<file path="src/rtl/fetch_pc_ctrl_if.sv">
// ----------------------------------------------------------------------------
// fetch_pc_ctrl_if
// Bus between the fetch PC sequencer and the fetch/decode logic.
//   f_pc     fetch address chosen this cycle (sequencer -> fetch)
//   f_valid  f_pc is a real fetch; low means inject a bubble
//   f_icode  icode of the instruction fetched at f_pc (fetch -> sequencer)
//   f_valC   constant word of the fetched instruction
//   f_valP   fall-through address of the fetched instruction
//   f_halt   fetched instruction is halt, invalid, or hit an imem error
// Modports: master = PC sequencer, slave = fetch stage.
// ----------------------------------------------------------------------------
interface fetch_pc_ctrl_if #(
   parameter int ADDR_W = 64
);
   logic [ADDR_W-1:0] f_pc;
   logic              f_valid;
   logic [3:0]        f_icode;
   logic [ADDR_W-1:0] f_valC;
   logic [ADDR_W-1:0] f_valP;
   logic              f_halt;

   modport master (
      output f_pc, f_valid,
      input  f_icode, f_valC, f_valP, f_halt
   );

   modport slave (
      input  f_pc, f_valid,
      output f_icode, f_valC, f_valP, f_halt
   );
endinterface

</file>
<file path="src/rtl/fetch_pc_ctrl.sv">
// ----------------------------------------------------------------------------
// fetch_pc_ctrl
// Fetch-side PC sequencer for the pipelined Y86-64 core. Holds the F pipeline
// register (predicted PC), picks the fetch PC from the misprediction, return
// and predicted paths, and predicts the next PC from the fetched instruction.
// Fetching stops while a ret resolves and after halt/invalid.
// Ports:
//   clk, rst_n        clock, asynchronous active-low reset
//   F_stall           hold the F register; no new fetch consumed
//   fbus (master)     f_pc/f_valid out; f_icode/f_valC/f_valP/f_halt in
//   M_icode/M_cnd     instruction and branch outcome in Memory stage
//   M_valA            fall-through PC carried by a jXX in M
//   W_icode/W_valM    instruction and popped return address in Write-back
//   F_predPC          registered predicted PC
//   fsm_state         00 RUN, 01 RET_WAIT, 10 HALTED
// ----------------------------------------------------------------------------
module fetch_pc_ctrl #(
   parameter int                ADDR_W   = 64,
   parameter logic [ADDR_W-1:0] RESET_PC = '0
) (
   input  logic                clk,
   input  logic                rst_n,
   input  logic                F_stall,
   fetch_pc_ctrl_if.master     fbus,
   input  logic [3:0]          M_icode,
   input  logic                M_cnd,
   input  logic [ADDR_W-1:0]   M_valA,
   input  logic [3:0]          W_icode,
   input  logic [ADDR_W-1:0]   W_valM,
   output logic [ADDR_W-1:0]   F_predPC,
   output logic [1:0]          fsm_state
);

   typedef enum logic [1:0] {
      ST_RUN      = 2'b00,
      ST_RET_WAIT = 2'b01,
      ST_HALTED   = 2'b10,
      ST_UNUSED   = 2'b11   // never entered; behaves as HALTED
   } state_t;

   localparam logic [3:0] I_JXX  = 4'h7;
   localparam logic [3:0] I_CALL = 4'h8;
   localparam logic [3:0] I_RET  = 4'h9;

   state_t            state_q, state_d;
   logic [ADDR_W-1:0] pred_q, pred_d;
   logic [ADDR_W-1:0] pred_next;
   logic              mispred, retdone;
   logic              in_ret_wait, in_halted;

   // Redirect sources and fetch PC selection (all same-cycle).
   always_comb begin
      mispred     = (M_icode == I_JXX) && !M_cnd;
      retdone     = (W_icode == I_RET);
      in_ret_wait = (state_q == ST_RET_WAIT);
      in_halted   = (state_q == ST_HALTED) || (state_q == ST_UNUSED);

      // A mispredicted jXX in M is the live redirect and beats a ret in W.
      if (mispred)
         fbus.f_pc = M_valA;
      else if (retdone && in_ret_wait)
         fbus.f_pc = W_valM;
      else
         fbus.f_pc = pred_q;

      if (in_halted)
         fbus.f_valid = mispred;
      else if (in_ret_wait)
         fbus.f_valid = retdone | mispred;
      else
         fbus.f_valid = 1'b1;

      if ((fbus.f_icode == I_JXX) || (fbus.f_icode == I_CALL))
         pred_next = fbus.f_valC;
      else
         pred_next = fbus.f_valP;
   end

   // Next-state logic.
   always_comb begin
      // NOTE: defaults first so every path assigns every output; otherwise
      // the hold cases would infer latches.
      pred_d  = pred_q;
      state_d = state_q;

      if (F_stall) begin
         // Reloading with f_pc holds normally, and keeps a redirect that
         // arrives during a stall from being lost.
         pred_d = fbus.f_pc;
         if (mispred || (retdone && in_ret_wait))
            state_d = ST_RUN;
      end else if (fbus.f_valid) begin
         pred_d = pred_next;
         if (fbus.f_halt)
            state_d = ST_HALTED;
         else if (fbus.f_icode == I_RET)
            state_d = ST_RET_WAIT;
         else
            state_d = ST_RUN;
      end
   end

   always_ff @(posedge clk or negedge rst_n) begin
      // NOTE: non-blocking assignments so every register samples the
      // pre-edge values, independent of statement order.
      if (!rst_n) begin
         pred_q  <= RESET_PC;
         state_q <= ST_RUN;
      end else begin
         pred_q  <= pred_d;
         state_q <= state_d;
      end
   end

   assign F_predPC  = pred_q;
   assign fsm_state = state_q;

endmodule

</file>
<file path="src/flat_wrapper.sv">
// flat-port wrapper written by rule: the top's interface ports become plain ports
module fetch_pc_ctrl_flat 
#(
   parameter int                ADDR_W   = 64,
   parameter logic [ADDR_W-1:0] RESET_PC = '0
)
  (clk, rst_n, F_stall, M_icode, M_cnd, M_valA, W_icode, W_valM, F_predPC, fsm_state, fbus_f_pc, fbus_f_valid, fbus_f_icode, fbus_f_valC, fbus_f_valP, fbus_f_halt);
  fetch_pc_ctrl_if #(.ADDR_W(ADDR_W)) fbus_i ();
  input  logic clk;
  input  logic rst_n;
  input  logic F_stall;
  input  logic [3:0] M_icode;
  input  logic M_cnd;
  input  logic [ADDR_W-1:0] M_valA;
  input  logic [3:0] W_icode;
  input  logic [ADDR_W-1:0] W_valM;
  output logic [ADDR_W-1:0] F_predPC;
  output logic [1:0] fsm_state;
  output wire logic [$bits(fbus_i.f_pc)-1:0] fbus_f_pc;
  output wire logic [$bits(fbus_i.f_valid)-1:0] fbus_f_valid;
  input wire logic [$bits(fbus_i.f_icode)-1:0] fbus_f_icode;
  input wire logic [$bits(fbus_i.f_valC)-1:0] fbus_f_valC;
  input wire logic [$bits(fbus_i.f_valP)-1:0] fbus_f_valP;
  input wire logic [$bits(fbus_i.f_halt)-1:0] fbus_f_halt;
  assign fbus_f_pc = fbus_i.f_pc;
  assign fbus_f_valid = fbus_i.f_valid;
  assign fbus_i.f_icode = fbus_f_icode;
  assign fbus_i.f_valC = fbus_f_valC;
  assign fbus_i.f_valP = fbus_f_valP;
  assign fbus_i.f_halt = fbus_f_halt;
  fetch_pc_ctrl #(.ADDR_W(ADDR_W), .RESET_PC(RESET_PC)) u_core (.clk(clk), .rst_n(rst_n), .F_stall(F_stall), .fbus(fbus_i), .M_icode(M_icode), .M_cnd(M_cnd), .M_valA(M_valA), .W_icode(W_icode), .W_valM(W_valM), .F_predPC(F_predPC), .fsm_state(fsm_state));
endmodule
</file>
<file path="config.mk">
export PLATFORM = sky130hd
export DESIGN_NAME = fetch_pc_ctrl_flat
export DESIGN_NICKNAME = d
export VERILOG_FILES = /design/src/rtl/fetch_pc_ctrl_if.sv /design/src/rtl/fetch_pc_ctrl.sv /design/src/flat_wrapper.sv
export SDC_FILE = /design/constraint.sdc
export NUM_CORES = 1
export LEC_CHECK = 0
export ABC_CLOCK_PERIOD_IN_PS = 1900
export BUFFER_PORTS_ARGS = -buffer_cell sky130_fd_sc_hd__buf_2
export CAP_MARGIN = 20
export CORE_AREA = 4 4 157 159
export CTS_BUF_LIST = sky130_fd_sc_hd__clkbuf_2
export DETAILED_ROUTE_END_ITERATION = 16
export DIE_AREA = 0 0 161 163
export HOLD_SLACK_MARGIN = 0.06
export PLACE_DENSITY = 0.52
export SLEW_MARGIN = 20
export SYNTH_ARGS = -nofsm -noshare
export SYNTH_HDL_FRONTEND = slang
export SYNTH_SLANG_ARGS = --single-unit
</file>
<file path="constraint.sdc">
create_clock -name clk -period 1.9 [get_ports clk]
set_input_delay 0.38 -clock clk [delete_from_list [all_inputs] [get_ports clk]]
set_output_delay 0.38 -clock clk [all_outputs]
set_load 0.01 [all_outputs]
</file>
==> metrics, run 1 <==
via count 8344; initial core utilization 25.65%; PD cells 966.6 nW/µm²; Crit. path cell count 7; RR Endpoint u_core.F_predPC[53]; Synth top area share 27.68%; Final Hold Fails 0; initial antenna violation count 5; largest net degree at the start of global routing 67; min cycle time layout 2.438 ns; Syn. warnings 0; vias in the first global route 8478; post-route insts no fill 1559; Max-cap violations 0; Net Sw Frac 44.86%; clock share of power 6.8%; P_leak 5.312 nW; WL/cell 21.58 µm; Vias/cell 5.352; Total Power 10.53 mW; Reg power frac 26.8%; final worst slack -0.5380 ns; Num CTS Buffers 9; first-pass GRT wire length 46.21 mm; I/O Buffers 403; layout cell share with drive strength beyond 1 61.36%; Setup TNS -32.07 ns; IR drop worst, VDD 437.6 µV; synthesis-to-finish area growth 82.59%; synth unique cells 30; cell taking the most area after synthesis dfrtp_1; Die ar. 26240 µm²; Hold Path Class in2reg; hpwl dp 23.23 mm; internal power 5.806 mW; Comb pwr share 66.3%; Total Wirelength 33.65 mm; Post-synth EDFFs 0; top cells by area, synth dfrtp_1 (28%), and3_1 (13%), a221oi_2 (13%), o32ai_1 (9.4%), nor2_1 (8.2%); Tcrit/Tclk final 128.3%; First DRT Iteration DRCs 578; # DRC 0; crit end category output pin; Max stage delay cell, worst path dfrtp_1; clock sinks 66; CP Capture Point fbus_f_pc[25]; core area 23260 µm²; most frequent cell after synthesis nor2_1; count of final setup violators 65; R2R depth 6; RePlAce Congestion 0.8979; syn_nets 969; switching power 4.724 mW; synth cell count leaders nor2_1 (131), and3_1 (125), dfrtp_1 (66); Arr. time, crit path 2.06 ns; crit path kind reg2out; CP Max Fanout 8; number of I/O pins 404; sequential share of the synthesized area 27.68%; CP startpoint kind flip-flop; Top FF cell, synth dfrtp_1; post-synthesis cell count 696; clk_lat worst skew 0.54 ns; CTS root buf clkbuf_2; RSZ-0062 raised after global routing yes; worst slew pin tran 0.4336 ns; CP Data Required Time 1.52 ns; Slew Limit Headroom 71.10%; crit-path cells nor2b_4, buf_6, clkbuf_16, and3_4, a211oi_2, nor2_1, buf_2; DIE WIDTH 161 µm; htree depth 3; First-pass DRT Iterations 5; Final #Nets 1507; synthesized cell area 5966 µm²; post-synthesis async set-or-reset flop share 100.0%; Placed Instances 1493; Longest Clk Path Bufs 2; pins over their slew limit 0; number of synthesized register bits 66; Overall Global Routing Usage 22.07%; Rows 56; Mean Syn Cell Area 8.571 µm²; Reg-to-Reg Start u_core.fsm_state[1]; top cell family by delay on the critical path simple AND/OR/NAND/NOR gates; CTS tree built; R2R Setup Slk 0.10 ns; Setup crit start u_core.fsm_state[1]; DIE HEIGHT 163 µm; Reg clk slew, reported paths 0.20 ns; number of buffer and inverter stages on the critical path 3; fmax 0.4102 GHz; Worst path max stage delay 0.45 ns; Detail Route Antenna Nets 0; failing checks setup timing; status finished, violations left; Worst Skew 0.03373 ns; GRT overflow 0
## area by class of cell
cell class,count,area [µm²]
well taps,319,399.1
clock inverters,4,21.27
diodes,3,7.507
inverters,1,6.256
fillers,2370,12370
repair buffers,623,4164
flip-flops and latches,66,1652
multi-input cells,533,4593
clock buffers,10,50.05
## what timing repair did
| item | CTS | global route |
|---|---|---|
| endpoints found under the hold margin | 102 | 0 |
| hold buffers | 37 | 0 |
| gates resized for setup | 31 | 104 |
| buffers inserted | 1 | 3 |
| endpoints found under the setup margin | 65 | 73 |
| gates cloned | 0 | 8 |
| pin swaps | 0 | 10 |
## worst min-delay path: stages
cell      delay [ns]
buf_2           0.09
a221oi_2        0.05
o32ai_1         0.12
## sequential cells by signal, summed over array words and instances (netlist names)
signal and count:
u_core.F_predPC 64, u_core.fsm_state 2
## layer usage
layer  track usage [%]  wire length [µm]  vias up
met5                 0                 0        -
met4             7.600               731        0
met3             3.847              2125       52
met2             38.95             16810      376
met1             27.23             13990     4048
li1                  -                 -     3868
## metrics by stage
step	setup slack (ns)	area, µm²	hold slack [ns]	utilization (%)
after floorplan	-0.01890	5966	0.08441	-
after global placement	-0.3033	9523	0.4244	40.94
after detailed placement	-0.2721	9523	0.4282	40.94
after CTS	-0.6272	10120	0.06120	43.52
after global routing	-0.6993	10890	0.06636	46.83
final	-0.5380	10890	0.1414	46.83
## cells by family after synthesis
family | share of synthesized area (%)
flops | 27.68
buf+inv | 7.739
compound gates | 40.81
simple gates | 23.76
## cell usage in the layout, fill, tap and decap left out, types with 2 or more instances in the layout
master         instances
buf_2                401
buf_4                153
nor2_1               123
and3_1               102
dfrtp_1               66
o31ai_1               64
o32ai_1               64
a221oi_2              52
dlygate4sd3_1         37
a211oi_2              33
a211oi_4              31
and3_4                26
buf_12                22
a221oi_1              12
clkbuf_2              10
nor2_2                 8
clkbuf_16              5
buf_6                  4
diode_2                3
nand2_4                3
clkinv_2               2
## power by group through the flow
stage | clock (mW) | sequential (mW) | combinational [mW]
finish | 0.718 | 2.83 | 6.99
global route | 0.822 | 2.90 | 7.52
CTS | 0.767 | 2.66 | 6.53
detailed placement | 0 | 2.64 | 6.33
global placement | 0 | 2.64 | 6.33
floorplan | 0 | 2.79 | 2.92
## worst min-delay path by stage
stage                     from                  end  slack, ns  cells after the start
6_report       fbus_f_valC[44]  u_core.F_predPC[44]       0.14                      3
3_5_place_dp             rst_n  u_core.F_predPC[40]       0.43                      2
4_1_cts        fbus_f_valC[26]  u_core.F_predPC[26]       0.06                      3
3_3_place_gp             rst_n  u_core.F_predPC[40]       0.42                      2
5_1_grt        fbus_f_valC[48]  u_core.F_predPC[48]       0.07                      3
2_1_floorplan            rst_n   u_core.F_predPC[0]       0.08                      0
Note: power is estimated with default switching activity, not from simulation.
==> run 2, diff against run 1 <==
--- a/config.mk
+++ b/config.mk
@@ -6,7 +6,7 @@
 export NUM_CORES = 1
 export LEC_CHECK = 0
 export ABC_CLOCK_PERIOD_IN_PS = 1900
-export BUFFER_PORTS_ARGS = -buffer_cell sky130_fd_sc_hd__buf_2
+export BUFFER_PORTS_ARGS = -buffer_cell sky130_fd_sc_hd__clkbuf_2
 export CAP_MARGIN = 20
 export CORE_AREA = 4 4 157 159
 export CTS_BUF_LIST = sky130_fd_sc_hd__clkbuf_2
==> metrics, run 2 (synthesis gave the netlist of run 1 again) <==
status finished, violations left; failing checks setup timing; Largest register FFs 64 (unchanged); Hold Path Class in2reg; most common cell after layout, fill and taps aside clkbuf_2; Max-cap violations 0 (unchanged); crit end category output pin; Final Hold Fails 0 (unchanged); initial antenna violation count 1 (-4); Detail Route Antenna Nets 0 (unchanged); RSZ-0062 raised after global routing yes; R2R Setup Slk 0.09 ns (about the same); RR Endpoint u_core.F_predPC[59]; initial core utilization 25.65% (unchanged); Arr. time, crit path 2.11 ns (+0.05 ns); Num CTS Buffers 9 (unchanged); CP Max Fanout 33 (+25); synthesis-to-finish area growth 73.62%; crit path kind reg2out; FF+latch area 1652 µm² (unchanged); number of I/O pins 404 (unchanged); largest net degree at the start of global routing 58 (-13%); CP startpoint kind flip-flop; WL/cell 20.86 µm (-3.4%); clock share of power 8.5% (+1.7 points); core area 23260 µm² (unchanged); IR drop worst, VDD 454.5 µV (+3.9%); Total Wirelength 32.06 mm (-4.7%); I/O Buffers 403 (unchanged); Hold EP u_core.F_predPC[37]; count of final setup violators 65 (unchanged); Placed Instances 1483 (-0.67%); CTS tree built; first-pass GRT wire length 48.32 mm (+4.6%); multi-input combinational cell area 4310 µm² (-6.2%); Die ar. 26240 µm² (unchanged); post-route insts no fill 1537 (-1.4%); Comb pwr share 64.9% (-1.4 points); Cells on Worst Hold Path 3 (unchanged); Longest Clk Path Bufs 2 (unchanged); Hold Startpoint fbus_f_valC[37]; via count 8232 (-1.3%); PD cells 1013 nW/µm² (+4.8%); final worst slack -0.5903 ns (-0.05226 ns); # DRC 0 (unchanged); DIE WIDTH 161 µm (unchanged); Reg-to-Reg Start u_core.fsm_state[1]; pins over their slew limit 0 (unchanged); Reg power frac 26.6% (-0.2 points); P_leak 5.230 nW (-1.6%); hpwl dp 23.75 mm (+2.2%); vias in the first global route 8500 (+0.26%); htree depth 3 (unchanged); clock sinks 66 (unchanged); Worst Skew 0.02289 ns (-0.01084 ns); pre-CTS WS -0.3440 ns (-0.07189 ns); RePlAce Congestion 0.9067 (+0.98%); CTS root buf clkbuf_2; most frequent cells in the layout clkbuf_2 (411), buf_4 (142), nor2_1 (131); Rows 56 (unchanged); Reg clk slew, reported paths 0.23 ns (+0.03 ns); Net Sw Frac 44.77% (-0.088 points); Overall Global Routing Usage 23.26% (+1.2 points); R2R depth 6 (unchanged); Tcrit/Tclk final 131.1% (+2.8 points); Slew Limit Headroom 73.35% (+2.3 points); Final #Nets 1485 (-1.5%); GRT overflow 0 (unchanged); layout cell share with drive strength beyond 1 58.18% (-3.2 points); worst slew pin tran 0.3997 ns (-0.03386 ns); internal power 5.794 mW (-0.21%); clk_lat worst skew 0.54 ns (about the same); Vias/cell 5.356 (about the same); First-pass DRT Iterations 5 (unchanged); DIE HEIGHT 163 µm (unchanged); fmax 0.4016 GHz (-2.1%); First DRT Iteration DRCs 590 (+2.1%); CP Data Required Time 1.52 ns (about the same); Fillers 2366 (-0.17%); switching power 4.697 mW (-0.56%); min cycle time layout 2.490 ns (+0.05226 ns)
==> run 2: final cells by class <==
cell class,instances,area share [%]
Antenna cell,1,0.02416
Clock buffer,10,0.4832
Clock inverter,6,0.5557
Inverter,1,0.06040
Multi-Input combinational cell,533,41.62
Sequential cell,66,15.95
Tap cell,319,3.854
Timing Repair Buffer,601,37.46
==> run 2: worst max path at each step <==
| stage | from | end | slack, ns | cells after the start |
|---|---|---|---|---|
| floorplan | W_icode[1] | fbus_f_pc[10] | -0.02 | 6 |
| global placement | W_icode[1] | fbus_f_pc[18] | -0.36 | 8 |
| detailed placement | W_icode[1] | fbus_f_pc[45] | -0.34 | 7 |
| CTS | u_core.fsm_state[1] | fbus_f_pc[39] | -0.67 | 6 |
| global route | u_core.fsm_state[0] | fbus_f_pc[39] | -0.75 | 6 |
| finish | u_core.fsm_state[1] | fbus_f_pc[2] | -0.59 | 6 |
==> run 2: timing repair <==
| action | 4_1_cts | 5_1_grt |
|---|---|---|
| endpoints found under the hold margin | 98 | 0 |
| cloned | 1 | 0 |
| gates resized for setup | 67 | 16 |
| hold buffers | 34 | 0 |
| buffers inserted | 1 | 1 |
| pin swaps | 3 | 2 |
| setup endpoints to repair | 65 | 65 |
==> run 2: metrics by stage <==
stage | power (mW) | instance area [µm²] | TNS, ns | hold slack (ns) | utilization [%]
CTS | 10.43 | 10260 | -40.94 | 0.06010 | 44.09
global route | 11.20 | 10360 | -45.92 | 0.07627 | 44.52
finish | 10.49 | 10360 | -33.76 | 0.1440 | 44.52
floorplan | 5.704 | 5966 | -1.134 | 0.08441 | -
detailed placement | 8.974 | 9423 | -22.10 | 0.3110 | 40.51
global placement | 8.954 | 9423 | -21.28 | 0.3085 | 40.51
==> run 2: critical path: stages (launching register included) <==
cell and delay, ns:
dfrtp_1 0.45, nor2b_4 0.21, nand2_2 0.12, buf_12 0.20, a211oi_4 0.31, nor2_1 0.10, clkbuf_2 0.13
==> run 2: layer usage <==
layer	global-route usage, %	routed length [µm]	vias to the layer above
met1	28.52	13050	3922
met4	8.375	920	0
li1	-	-	3843
met3	4.581	2100	60
met5	0	0	-
met2	40.68	15990	407
==> run 2: power groups by stage <==
stage	clock network [mW]	registers (mW)	logic, mW
after global routing	1.01	2.86	7.32
after detailed placement	0	2.65	6.32
after floorplan	0	2.79	2.92
after global placement	0	2.67	6.28
final	0.894	2.79	6.81
after CTS	0.952	2.74	6.74
